[config.mk]
export PLATFORM = sky130hd
export DESIGN_NAME = ctrl_fsm_seq
export DESIGN_NICKNAME = d
export VERILOG_FILES = /design/src/rtl/ctrl_fsm_seq.sv
export SDC_FILE = /design/constraint.sdc
export NUM_CORES = 1
export LEC_CHECK = 0
export ABC_CLOCK_PERIOD_IN_PS = 2800
export BUFFER_PORTS_ARGS = -buffer_cell sky130_fd_sc_hd__buf_2
export CORE_MARGIN = 1
export CORE_UTILIZATION = 55
export DETAILED_ROUTE_END_ITERATION = 8
export PLACE_DENSITY = 0.77
export RECOVER_POWER = 100
export SYNTH_ARGS = -nofsm -noshare
export SYNTH_HDL_FRONTEND = slang
export SYNTH_SLANG_ARGS = --single-unit
[constraint.sdc]
create_clock -name CLOCK -period 2.8 [get_ports CLOCK]
set_clock_uncertainty 0.1 [all_clocks]
set_input_delay 0.56 -clock CLOCK [delete_from_list [all_inputs] [get_ports CLOCK]]
set_output_delay 0.56 -clock CLOCK [all_outputs]
set_load 0.05 [all_outputs]
[src/rtl/ctrl_fsm_seq.sv]
// Sequencing controller: walks a one-hot strobe across the enabled channels, LEN+1 cycles each.
// Optional CTRL_FSM_SEQ_REPEAT_EN adds REPEAT / PASS_CNT for back-to-back passes.
module ctrl_fsm_seq #(
  parameter int NCH   = 7,
  parameter int CNT_W = 8
) (
  input  logic             CLOCK,
  input  logic             RESET,
  input  logic             START,
  input  logic [NCH-1:0]   CMD,
  input  logic [CNT_W-1:0] LEN,
  input  logic             STALL,
  input  logic             ABORT,
`ifdef CTRL_FSM_SEQ_REPEAT_EN
  input  logic             REPEAT,
  output logic [7:0]       PASS_CNT,
`endif
  output logic [NCH-1:0]   OUT,
  output logic             BUSY,
  output logic             DONE,
  output logic             ABORTED,
  output logic             ERR,
  output logic [1:0]       STATE
);

  localparam int PTR_W = $clog2(NCH);
  localparam logic [1:0] S_IDLE = 2'd0;
  localparam logic [1:0] S_RUN  = 2'd1;
  localparam logic [1:0] S_DONE = 2'd2;
  localparam logic [NCH-1:0] ONE_HOT0 = {{(NCH-1){1'b0}}, 1'b1};

  logic [1:0]       state_reg;
  logic [NCH-1:0]   mask_reg;
  logic [CNT_W-1:0] len_reg;
  logic [CNT_W-1:0] timer_reg;
  logic [PTR_W-1:0] ptr_reg;
  logic [NCH-1:0]   out_reg;
  logic             busy_reg;
  logic             done_reg;
  logic             aborted_reg;
  logic             err_reg;

  logic [NCH-1:0]   above_mask;
  logic [PTR_W-1:0] first_cmd;
  logic [PTR_W-1:0] next_ptr;
  logic             next_found;

  // Enabled channels strictly above the current pointer.
  generate
    for (genvar gi = 0; gi < NCH; gi++) begin : g_above
      assign above_mask[gi] = mask_reg[gi] && (PTR_W'(gi) > ptr_reg);
    end
  endgenerate

  always_comb begin
    first_cmd  = '0;
    next_ptr   = '0;
    next_found = 1'b0;
    for (int i = NCH - 1; i >= 0; i--) begin
      if (CMD[i]) first_cmd = PTR_W'(i);
      if (above_mask[i]) begin
        next_ptr   = PTR_W'(i);
        next_found = 1'b1;
      end
    end
  end

`ifdef CTRL_FSM_SEQ_REPEAT_EN
  logic [PTR_W-1:0] first_mask;
  logic [7:0]       pass_cnt_reg;
  logic [7:0]       pass_cnt_next;

  always_comb begin
    first_mask = '0;
    for (int i = NCH - 1; i >= 0; i--) begin
      if (mask_reg[i]) first_mask = PTR_W'(i);
    end
    pass_cnt_next = (pass_cnt_reg == 8'hFF) ? pass_cnt_reg : pass_cnt_reg + 8'd1;
  end

  assign PASS_CNT = pass_cnt_reg;
`endif

  always_ff @(posedge CLOCK) begin
    if (RESET) begin
      state_reg   <= S_IDLE;
      mask_reg    <= '0;
      len_reg     <= '0;
      timer_reg   <= '0;
      ptr_reg     <= '0;
      out_reg     <= '0;
      busy_reg    <= 1'b0;
      done_reg    <= 1'b0;
      aborted_reg <= 1'b0;
      err_reg     <= 1'b0;
`ifdef CTRL_FSM_SEQ_REPEAT_EN
      pass_cnt_reg <= '0;
`endif
    end else begin
      done_reg    <= 1'b0;
      aborted_reg <= 1'b0;
      err_reg     <= 1'b0;
      case (state_reg)
        S_IDLE: begin
          if (START) begin
            if (CMD != '0) begin
              mask_reg  <= CMD;
              len_reg   <= LEN;
              timer_reg <= LEN;
              ptr_reg   <= first_cmd;
              out_reg   <= ONE_HOT0 << first_cmd;
              busy_reg  <= 1'b1;
              state_reg <= S_RUN;
`ifdef CTRL_FSM_SEQ_REPEAT_EN
              pass_cnt_reg <= '0;
`endif
            end else begin
              err_reg <= 1'b1;
            end
          end
        end
        S_RUN: begin
          // Abort wins over both stall and timer expiry.
          if (ABORT) begin
            state_reg   <= S_IDLE;
            out_reg     <= '0;
            busy_reg    <= 1'b0;
            aborted_reg <= 1'b1;
          end else if (!STALL) begin
            if (timer_reg != '0) begin
              timer_reg <= timer_reg - CNT_W'(1);
            end else if (next_found) begin
              ptr_reg   <= next_ptr;
              timer_reg <= len_reg;
              out_reg   <= ONE_HOT0 << next_ptr;
            end else begin
`ifdef CTRL_FSM_SEQ_REPEAT_EN
              pass_cnt_reg <= pass_cnt_next;
              if (REPEAT) begin
                ptr_reg   <= first_mask;
                timer_reg <= len_reg;
                out_reg   <= ONE_HOT0 << first_mask;
              end else begin
                state_reg <= S_DONE;
                out_reg   <= '0;
                busy_reg  <= 1'b0;
                done_reg  <= 1'b1;
              end
`else
              state_reg <= S_DONE;
              out_reg   <= '0;
              busy_reg  <= 1'b0;
              done_reg  <= 1'b1;
`endif
            end
          end
        end
        S_DONE: begin
          state_reg <= S_IDLE;
        end
        default: begin
          state_reg <= S_IDLE;
          out_reg   <= '0;
          busy_reg  <= 1'b0;
        end
      endcase
    end
  end

  assign OUT     = out_reg;
  assign BUSY    = busy_reg;
  assign DONE    = done_reg;
  assign ABORTED = aborted_reg;
  assign ERR     = err_reg;
  assign STATE   = state_reg;

endmodule

# --- Yosys cells after proc, flatten, opt, wreduce, memory -nomap -nowiden ---
# Index checks and enable logic that the tools add are counted.
word_totals:
  ff_bits: 39
  in_bits: 20
  mem_bits_rw: 0
  elab_cells: 115
  romBits: 0
  latchBits: 0
  out_inout_bits: 13
  mem_count: 0
op_classes:
  eq_ne: 12
  multipliers: 0
  n_addsub: 1
  shifts: 2
  div_mod_pow: 0
  n_reduce_logical: 20
  muxes: 59
  bitwise_logic: 4
  magnitude_cmp: 7
ops:
  columns: ["operator", "n"]
  rows:
  - ["2-to-1 mux 3 bit", 20]
  - ["2-to-1 mux 8 bit", 6]
  - ["2-to-1 mux 7 bit", 6]
  - ["one-hot mux 7 bit (3 select lines)", 1]
  - ["2-to-1 mux 1 bit", 16]
  - ["one-hot mux 8 bit (2 select lines)", 1]
  - ["left shift 1 x 3 -> 7 bit, first input constant", 2]
  - ["2-to-1 mux 2 bit", 6]
  - ["!= test 2 bit, second input constant", 6]
  - ["!= test 3 bit, second input constant", 4]
  - ["AND reduction 6 bit", 2]
  - ["AND reduction 5 bit", 2]
  - ["greater-than comparator 3 bit, first input constant", 3]
  - ["nonzero test 8 bit", 1]
  - ["subtractor 8 x 1 -> 8 bit, second input constant", 1]
  - ["logical AND 1 bit", 7]
  - ["AND reduction 7 bit", 1]
  - ["nonzero test 7 bit", 1]
  - ["greater-than comparator 1 x 3 -> 1 bit, first input constant", 2]
  - ["greater-than comparator 2 x 3 -> 1 bit, first input constant", 2]
  - ["one-hot mux 3 bit (2 select lines)", 1]
  - ["OR reduction 5 bit", 1]
  - ["inverter 1 bit", 4]
  - ["one-hot mux 2 bit (2 select lines)", 1]
  - ["8 further kinds", 8]

# --- Logic depth before layout (Yosys ltp) ---
# Gate-level depths: netlist of run 1.
depth:
  depth_word: 15
  ltp_mapped: 8
  depth_no_buf: 7

# --- Worst setup path after synthesis of run 1 ---
# No wires, ideal clock.
synth_path:
  path_kind: "input port to flip-flop"
  from: "input CMD[0]"
  to: "register ptr_reg[1]"
  t_arrival_ns: 1.932
  slack_ns: 0.644
  setup_ns: 0.123
  path_buffers: 0
  required_ns: 2.577
  cell_stages: 5
  cell_sequence: "nor4_1 -> a21o_1 -> o21ai_2 -> o21ai_2 -> mux2_1"
synth_between:
  elab_chain_len: 4
  word_cells_on_any_way: 7
  cone_classes: "1 x eq/ne; 4 x mux; 2 x reduce/logical"
synth_lines:
  columns: ["element", "line", "text"]
  rows:
  - ["start: declaration", "10", "input logic [NCH-1:0] CMD,"]
  - ["branches (longest 4 deep; another with nonzero test 7 bit)", null, null]
  - ["end signal: assignment", "110", "ptr_reg <= first_cmd;"]
  - ["end signal: assignment", "133", "ptr_reg <= next_ptr;"]
  - ["end: declaration", "36", "logic [PTR_W-1:0] ptr_reg;"]
# Parallel ways; which one is timed is not known. The select of a mux whose other input is x is not followed.
# A chain may end at the register's enable or synchronous reset.

# --- Worst setup path in the final report of run 1 ---
layout_path:
  from: "register timer_reg[0]"
  to: "register out_reg[3], in the netlist OUT[3]"
layout_between:
  elab_chain_len: 3
layout_lines:
  columns: ["element", "line", "text"]
  rows:
  - ["start: declaration", "35", "logic [CNT_W-1:0] timer_reg;"]
  - ["start signal: assignment", "131", "timer_reg <= timer_reg - CNT_W'(1);"]
  - ["start signal: assignment", "134", "timer_reg <= len_reg;"]
  - ["nonzero test 8 bit", "130", "if (timer_reg != '0) begin"]
  - ["!= test 3 bit (no line)", null, null]
  - ["AND reduction 5 bit (no line)", null, null]
  - ["end signal: assignment", "111", "out_reg <= ONE_HOT0 << first_cmd;"]
  - ["end signal: assignment", "135", "out_reg <= ONE_HOT0 << next_ptr;"]
  - ["end: declaration", "37", "logic [NCH-1:0] out_reg;"]
# Every way passes these cells.

==> metrics.md, run 1 <==
| Metric | Value |
|---|---|
| Nets@finish | `344` |
| Critical Path RT | `approximately 2900 ps` |
| I/O Buffers | `32` |
| Critical R2R Launch | `timer_reg[0]` |
| Non-filler cells, final | `373` |
| Unrepaired setup endpoints after global routing | `false` |
| Mean Syn Cell Area | `7.84 um2` |
| Final setup vio count | `0` |
| Fin crit period | `2560 ps` |
| Synth top area share | `33.3%` |
| Post-route setup TNS | `0 ps` |
| Clock power frac | `28.2%` |
| Final Util | `between 60% and 70%` |
| Crit path DAT | `2630 ps` |
| Die Ht | `66.4 um` |
| YS warnings | `0` |
| P_sw | `491 uW` |
| Clock-pin slew on the worst setup and hold paths | `70 ps` |
| # DRC | `0` |
| Mapped Cells | `291` |
| Worst setup EP type | `flop` |
| Unique masters post-synth | `63` |
| Crit path launch | `timer_reg[0]` |
| Row count | `23` |
| Startpoint Class | `flop` |
| H-tree Lvls | `2` |
| CORE AREA | `4000 um2` |
| Synth-to-Final Area Change | `11.5%` |
| Async SR Flop Fraction | `0%` |
| Overall die width | `around 66 um` |
| Final HPWL from detailed placement | `4.52 mm` |
| Global-route wire length before repair | `10.3 mm` |
| # diodes | `0` |
| Root Buffer | `clkbuf_8` |
| Initial core utilization | `57.1%` |
| EDFF count, synth | `0` |
| Worst slew pin tran | `between 900 and 1000 ps` |
| ANT nets after route | `0` |
| Worst min path class | `reg2reg` |
| GPL Wtd Cong | `0.960` |
| Share of cells above drive strength 1 | `13.6%` |
| Syn Nets | `313` |
| Final Hold Vio Count | `0` |
| Post-Synthesis Cell Area | `2280 um2` |
| CP max stage delay | `about 590 ps` |
| Critical path's top delay family | `simple AND/OR/NAND/NOR gates` |
| Total leakage power | `0.977 nW` |
| GRT overflow | `0` |
| Commonest cells post-synth | `nand2_1 (49), dfxtp_1 (38), a21oi_1 (26), nor2_1 (17), nor3_1 (9)` |
| Drt pass-1 iters | `5` |
| Synth Register Bits | `38` |
| Antenna violations before repair | `0` |
| CP bufs+invs | `1` |
| Crit-path slowest cell | `nor4b_2` |
| Pint | `920 uW` |
| Status | `finished clean` |
| Slew headroom | `roughly 40%` |
| Total Wirelength | `6.24 mm` |
| Sequential share of power | `44.0%` |
| PwrDens | `between 500 and 600 nW/um2` |
| Largest area contributor in the synthesized netlist | `dfxtp_1` |
| Initial detailed-routing violation count | `393` |
| Clock sink count | `38` |
| Hold buffers post-CTS | `0` |
| Reg2reg setup slack | `about 240 ps` |
| Final period utilization | `91.5%` |
| Num ports | `33` |
| Max Cap Violations | `0` |
| Total track usage | `30.9%` |
| Pin count of the biggest net entering global routing | `35` |
| Worst IR drop on VDD | `0.284 mV` |
| CP Cell Sequence | `inv_1 > ha_1 > nor4b_2 > a21oi_1 > or3_1 > mux2i_1 > o22ai_1` |
| Design Power | `between 1 and 1.5 mW` |
| Via count | `2381` |
| Max FO, Critical Path | `7` |
| Final max-slew violation count | `0` |
| Top FF cell, synth | `dfxtp_1` |
| Dominant cell by count in the synthesized netlist | `nand2_1` |
| Die area | `4410 um2` |
| Post-cts sizing count | `0` |
| Worst-case clock buffer depth | `2` |
| Switching share of power | `34.8%` |
| Combinational power share | `27.8%` |
| Largest cells by area after synthesis | `dfxtp_1 (33%), nand2_1 (8.1%), a21oi_1 (5.7%)` |
| Hold slack final | `approximately 360 ps` |
| Sequential cell area fraction in the yosys report | `approximately a third` |
| CTS tree | `done` |
| Cts bufs inserted | `5` |
| HP Start | `OUT[0]` |
| Number of vias per cell | `approximately 6.4` |
| Fmax achieved | `390 MHz` |
| DR WL/cell | `16.7 um` |
| WS Path Type | `reg2reg` |
| Vias in the first global route | `approximately 2.1k` |
| Clock latency on the worst-skew pair | `slightly below 300 ps` |
| Post-CTS setup buffer count | `0` |
| Cells after DPL | `about 370` |
[tightest hold or removal path, stage by stage (launching register included)]
cell	delay, ps
dfxtp_1	310
nand2_1	50
a21oi_1	50
[per-stage QoR]
stage                     cell area (um2)  worst slack [ps]
after CTS                            2570               273
final                                2540               238
after detailed placement             2480               283
after floorplan                      2280               644
after global routing                 2540              6.21
after global placement               2480               325
[cells by family (layout without fill, tap and decap cells)]
logic type               Yosys count  in the layout  share of synthesized area [%]
AND/OR/NAND/NOR                  131            131                           30.0
AO/OA/AOI/OAI                     87             87                           26.9
flip-flops                        38             38                           33.3
buffers and inverters             24             56                           4.66
multiplexers                       7              7                           3.18
adder cells (fa/ha/maj)            2              2                           1.10
XOR/XNOR                           2              2                          0.768
[power by group through the flow]
stage | clock, mW | combinational (mW) | sequential, mW
floorplan | 0 | 0.279 | 0.639
global placement | 0 | 0.381 | 0.631
detailed placement | 0 | 0.387 | 0.632
CTS | 0.403 | 0.389 | 0.619
global route | 0.426 | 0.429 | 0.626
finish | 0.398 | 0.392 | 0.621
[placed cells by master (no fill, tap or decap), drive strengths merged, types with 3 or more instances in the layout]
cell type and instances:
a21oi 27, or4 3, and3 3, o311a 3
o31ai 3, o22ai 4, a21o 3, a221oi 3
o211ai 4, a31oi 3, a211oi 5, buf 22
clkbuf 23, nand2b 6, a311oi 3, inv 9
nand3 4, nand4 6, mux2i 5, nor2b 5
nor3 11, nor2 21, and4 3, or3 5
dfxtp 38, o21ai 13, or2 3, nand2 49
[metal layers]
layer	global-route usage (%)	wire length (um)
met5	0	0
met4	10.6	117
met2	45.2	2680
met3	4.83	494
met1	45.3	2940
[path summary, 6_finish.rpt]
check,endpoint,cells past startpoint
setup reg to reg,OUT[3],7
hold reg to reg,OUT[0],2
hold / removal,OUT[0],2
setup / recovery,OUT[3],7
[cell type report]
| class | instances | area [um2] |
|---|---|---|
| clock buffer | 7 | 86.3 |
| inverter | 10 | 37.5 |
| clock inverter | 1 | 5.00 |
| fill | 363 | 1460 |
| sequential | 38 | 761 |
| tap | 50 | 62.6 |
| multi-input combinational | 229 | 1410 |
| timing repair buffer | 38 | 180 |
Power figures use the tool's default switching activity.
==> run 2: changes to the inputs <==
- CORE_UTILIZATION: 55 -> 25
- PLACE_DENSITY: 0.77 -> 0.41
- SKIP_CTS_REPAIR_TIMING: not set -> 1
==> metrics.md, run 2 (synthesis results as in run 1) <==
| Metric | Value |
|---|---|
| Antenna violations before repair | `0 (unchanged)` |
| Design Power | `1.50 mW (was 1.41 mW)` |
| Drt pass-1 iters | `4 (was 5)` |
| Status | `finished clean (unchanged)` |
| Startpoint Class | `flop (unchanged)` |
| Max FO, Critical Path | `6 (was 7)` |
| Worst-case clock buffer depth | `2 (unchanged)` |
| Via count | `2325 (was 2381)` |
| Die Ht | `97.5 um (was 66.4 um)` |
| Max Cap Violations | `0 (unchanged)` |
| WS Path Type | `reg2reg (unchanged)` |
| Final period utilization | `86.0% (was 91.5%)` |
| Share of cells above drive strength 1 | `12.8% (was 13.6%)` |
| GRT overflow | `0 (unchanged)` |
| H-tree Lvls | `2 (unchanged)` |
| Total track usage | `16.3% (was 30.9%)` |
| Unrepaired setup endpoints after global routing | `false (unchanged)` |
| Initial detailed-routing violation count | `132 (was 393)` |
| CTS tree | `done (unchanged)` |
| Most common cell after layout, fill and taps aside | `nand2_1 (unchanged)` |
| # DRC | `0 (unchanged)` |
| Fill count | `967 (was 363)` |
| Commonest cells after routing, fill and taps aside | `nand2_1 (49), dfxtp_1 (38), a21oi_1 (26) (unchanged)` |
| Cts bufs inserted | `5 (unchanged)` |
| Area of the multi-input gates | `1390 um2 (was 1410 um2)` |
| Synth-to-Final Area Change | `15.9% (was 11.5%)` |
| Slew headroom | `44.6% (was 38.9%)` |
| Total Wirelength | `7.49 mm (was 6.24 mm)` |
| DR WL/cell | `17.2 um (was 16.7 um)` |
| Die area | `9520 um2 (was 4410 um2)` |
| ANT nets after route | `0 (unchanged)` |
| Final Hold Vio Count | `0 (unchanged)` |
| Clock sink count | `38 (unchanged)` |
| Worst slew pin tran | `832 ps (was 916 ps)` |
| Pin count of the biggest net entering global routing | `35 (unchanged)` |
| Total leakage power | `0.999 nW (was 0.977 nW)` |
| Vias in the first global route | `2265 (was 2070)` |
| PwrDens | `568 nW/um2 (was 554 nW/um2)` |
| Root Buffer | `clkbuf_8 (unchanged)` |
| Worst IR drop on VDD | `0.194 mV (was 0.284 mV)` |
| Number of vias per cell | `5.33 (was 6.38)` |
| Num ports | `33 (unchanged)` |
| Initial core utilization | `26.0% (was 57.1%)` |
| Final setup vio count | `0 (unchanged)` |
| Fmax achieved | `415 MHz (was 390 MHz)` |
| Final Util | `30.2% (was 63.6%)` |
| Global-route wire length before repair | `12.4 mm (was 10.3 mm)` |
| Hold slack final | `357 ps (about the same)` |
| Final max-slew violation count | `0 (unchanged)` |
| Worst setup EP type | `flop (unchanged)` |
| # diodes | `0 (unchanged)` |
| Overall die width | `97.5 um (was 66.4 um)` |
| Post-route setup TNS | `0 ps (unchanged)` |
| Sequential cell area | `761 um2 (unchanged)` |
| Clock-pin slew on the worst setup and hold paths | `80 ps (was 70 ps)` |
| I/O Buffers | `32 (unchanged)` |
| Row count | `34 (was 23)` |
| Crit path DAT | `2520 ps (was 2630 ps)` |
| Nets@finish | `349 (was 344)` |
| Clock latency on the worst-skew pair | `290 ps (about the same)` |
| Final HPWL from detailed placement | `5.60 mm (was 4.52 mm)` |
| CORE AREA | `8760 um2 (was 4000 um2)` |
| Fin crit period | `2410 ps (was 2560 ps)` |
| GPL Wtd Cong | `0.819 (was 0.960)` |
| Worst min path class | `reg2reg (unchanged)` |
| Critical Path RT | `2910 ps (was 2860 ps)` |
-- run 2: cell count changes in the layout (fill, tap and decap cells not counted), sizes merged --
cell	delta
buf	+4
bufinv	+1
clkbuf	+1
clkinv	-1
-- run 2: layout make-up --
type	count	share of cell area [%]
clock inverters	1	1.14
clock buffers	7	2.89
well taps	108	5.11
flip-flops and latches	38	28.8
multi-input cells	229	52.6
inverters	10	1.42
repair buffers	43	8.09
-- run 2: worst max-delay path, stage by stage (launching register included) --
cell and delay, ps:
dfxtp_1 340, inv_1 100, ha_1 210, or4b_1 580, nor2_1 310, a211oi_1 120, or4_1 480, o31ai_1 80
-- run 2: per-layer routing --
layer	global-route usage, %	vias to the layer above	part of all wire [%]
met2	25.6	62	45
met1	23.5	1104	50
met3	2.37	7	4.1
met5	0	-	0
met4	3.96	0	0.99
li1	-	1152	-
-- run 2: per-stage QoR --
step           instance area (um2)  instances  setup WS (ps)
3_5_place_dp                  2590        428            293
5_1_grt                       2650        436            162
6_report                      2650        436            391
2_1_floorplan                 2280        291            644
3_3_place_gp                  2590        428            359
4_1_cts                       2700        436            470
-- run 2: path summary, 6_finish.rpt --
| path | start | endpoint | slack [ps] | depth (start not counted) |
|---|---|---|---|---|
| min reg2reg | len_reg[0] | len_reg[0] | 360 | 2 |
| max reg2reg | timer_reg[0] | timer_reg[0] | 390 | 7 |
| max | timer_reg[0] | timer_reg[0] | 390 | 7 |
| min | len_reg[0] | len_reg[0] | 360 | 2 |
-- run 2: power by group --
part           switching [mW]  internal (mW)  total [mW]
logic                   0.254          0.153       0.407
clock network           0.207          0.267       0.474
registers              0.0440          0.576       0.620
==> run 3: changes to the inputs <==
- CORE_ASPECT_RATIO: not set -> 1.75
==> metrics.md, run 3 (synthesis results as in run 1) <==
| Metric | Value |
|---|---|
| WS Path Type | `reg2reg (unchanged)` |
| Reg2reg setup slack | `420 ps (was 390 ps)` |
| Pint | `1.05 mW (was 996 uW)` |
| Number of vias per cell | `5.30 (was 5.33)` |
| Total track usage | `17.9% (was 16.3%)` |
| Area of the multi-input gates | `1400 um2 (was 1390 um2)` |
| Clock latency on the worst-skew pair | `280 ps (was 290 ps)` |
| GRT overflow | `0 (unchanged)` |
| Pin count of the biggest net entering global routing | `35 (unchanged)` |
| Hold path depth | `2 (unchanged)` |
| Max Cap Violations | `0 (unchanged)` |
| R2R depth | `8 (was 7)` |
| Commonest cells after routing, fill and taps aside | `nand2_1 (49), dfxtp_1 (38), a21oi_1 (26) (unchanged)` |
| Post-route setup TNS | `0 ps (unchanged)` |
| Row count | `45 (was 34)` |
| Final Util | `30.5% (was 30.2%)` |
| Share of cells above drive strength 1 | `12.6% (was 12.8%)` |
| Slew headroom | `41.0% (was 44.6%)` |
| Total Wirelength | `7.96 mm (was 7.49 mm)` |
| Final setup vio count | `0 (unchanged)` |
| Combinational power share | `26.0% (was 27.1%)` |
| # diodes | `0 (unchanged)` |
| Fin crit period | `2380 ps (was 2410 ps)` |
| Synth-to-Final Area Change | `17.5% (was 15.9%)` |
| Nets@finish | `348 (was 349)` |
| Final period utilization | `85.1% (was 86.0%)` |
| Levels on crit path | `8 (was 7)` |
| PwrDens | `589 nW/um2 (was 568 nW/um2)` |
| Switching share of power | `33.2% (was 33.7%)` |
| Status | `finished clean (unchanged)` |
| ANT nets after route | `0 (unchanged)` |
| Antenna violations before repair | `0 (unchanged)` |
| Startpoint Class | `flop (unchanged)` |
| Num ports | `33 (unchanged)` |
| Clock power frac | `34.6% (was 31.6%)` |
| Via count | `2350 (was 2325)` |
| Global-route wire length before repair | `12.5 mm (was 12.4 mm)` |
| Fmax achieved | `420 MHz (was 415 MHz)` |
| Final HPWL from detailed placement | `5.87 mm (was 5.60 mm)` |
| Sequential cell area | `761 um2 (unchanged)` |
| Crit-path slowest cell | `nor2_1 (was or4b_1)` |
| Final max-slew violation count | `0 (unchanged)` |
| Initial detailed-routing violation count | `165 (was 132)` |
| Worst setup EP type | `flop (unchanged)` |
| Worst-case clock buffer depth | `2 (unchanged)` |
| Final Hold Vio Count | `0 (unchanged)` |
| Clock-pin slew on the worst setup and hold paths | `60 ps (was 80 ps)` |
| I/O Buffers | `32 (unchanged)` |
| Critical Path RT | `2830 ps (was 2910 ps)` |
| H-tree Lvls | `2 (unchanged)` |
| CTS tree | `done (unchanged)` |
| P_sw | `524 uW (was 505 uW)` |
| Root Buffer | `clkbuf_16 (was clkbuf_8)` |
| Total leakage power | `1.00 nW (was 0.999 nW)` |
| Worst slew pin tran | `885 ps (was 832 ps)` |
| CP max stage delay | `460 ps (was 580 ps)` |
| Worst min path class | `reg2reg (unchanged)` |
| Initial core utilization | `26.0% (about the same)` |
| GPL Wtd Cong | `0.852 (was 0.819)` |
| Max FO, Critical Path | `7 (was 6)` |
| CP bufs+invs | `2 (was 1)` |
| Drt pass-1 iters | `4 (unchanged)` |
| Critical path's top delay family | `simple AND/OR/NAND/NOR gates (unchanged)` |
| Fill count | `1010 (was 967)` |
| Most common cell after layout, fill and taps aside | `nand2_1 (unchanged)` |
| Vias in the first global route | `2316 (was 2265)` |
| Die area | `9530 um2 (was 9520 um2)` |
| Sequential share of power | `39.4% (was 41.3%)` |
| Cts bufs inserted | `5 (unchanged)` |
| Clock sink count | `38 (unchanged)` |
| DR WL/cell | `18.0 um (was 17.2 um)` |
| Overall die width | `74.2 um (was 97.5 um)` |
| CORE AREA | `8780 um2 (was 8760 um2)` |
| # DRC | `0 (unchanged)` |
| CP Cell Sequence | `inv_1 > ha_1 > nor4b_1 > buf_4 > and3_1 > and4_1 > nor2_1 > a311oi_1 (was inv_1 > ha_1 > or4b_1 > nor2_1 > a211oi_1 > or4_1 > o31ai_1)` |
| Unrepaired setup endpoints after global routing | `false (unchanged)` |
| Crit path DAT | `2420 ps (was 2520 ps)` |
| Worst IR drop on VDD | `0.244 mV (was 0.194 mV)` |
| Die Ht | `128 um (was 97.5 um)` |
-- run 3: cell count changes in the layout (fill, tap and decap cells not counted), sizes merged --
| cell | previous run | this run |
|---|---|---|
| buf | 26 | 25 |
| bufinv | 1 | 0 |
-- run 3: final timing paths --
check / from / endpoint
max reg2reg: timer_reg[0] / timer_reg[3]
min reg2reg: OUT[0] / OUT[0]
max: timer_reg[0] / timer_reg[3]
min: OUT[0] / OUT[0]
-- run 3: routing by layer --
metal	global-route usage [%]	routed length, um	vias up
met2	33.4	4410	53
met5	0	0	-
met4	8.32	248	0
li1	-	-	1149
met3	2.98	260	16
met1	18.8	3040	1132
-- run 3: final cells by class --
cell class,count,share of cell area [%]
flip-flops and latches,38,28.4
well taps,117,5.46
inverters,10,1.40
clock buffers,7,4.95
multi-input cells,229,52.1
repair buffers,42,7.70
-- run 3: worst min-delay path, cell delays in order, from the launching register on --
cell and delay (ps):
dfxtp_1 310, nand2_1 50, a21oi_1 50
-- run 3: stage by stage --
step                      cell area (um2)  total power, mW  hold WS [ps]  setup WS [ps]  cells
after floorplan                      2280            0.918           332            644    291
after global placement               2590             1.05           345            433    436
after detailed placement             2590             1.06           348            437    436
after CTS                            2730             1.62           357            477    443
after global routing                 2680             1.67           370            251    443
final                                2680             1.58           353            416    443
-- run 3: power groups by stage --
stage	clock [mW]	combinational, mW	sequential [mW]
global route	0.589	0.453	0.627
detailed placement	0	0.425	0.633
floorplan	0	0.279	0.639
finish	0.546	0.411	0.621
global placement	0	0.422	0.633
CTS	0.573	0.427	0.621
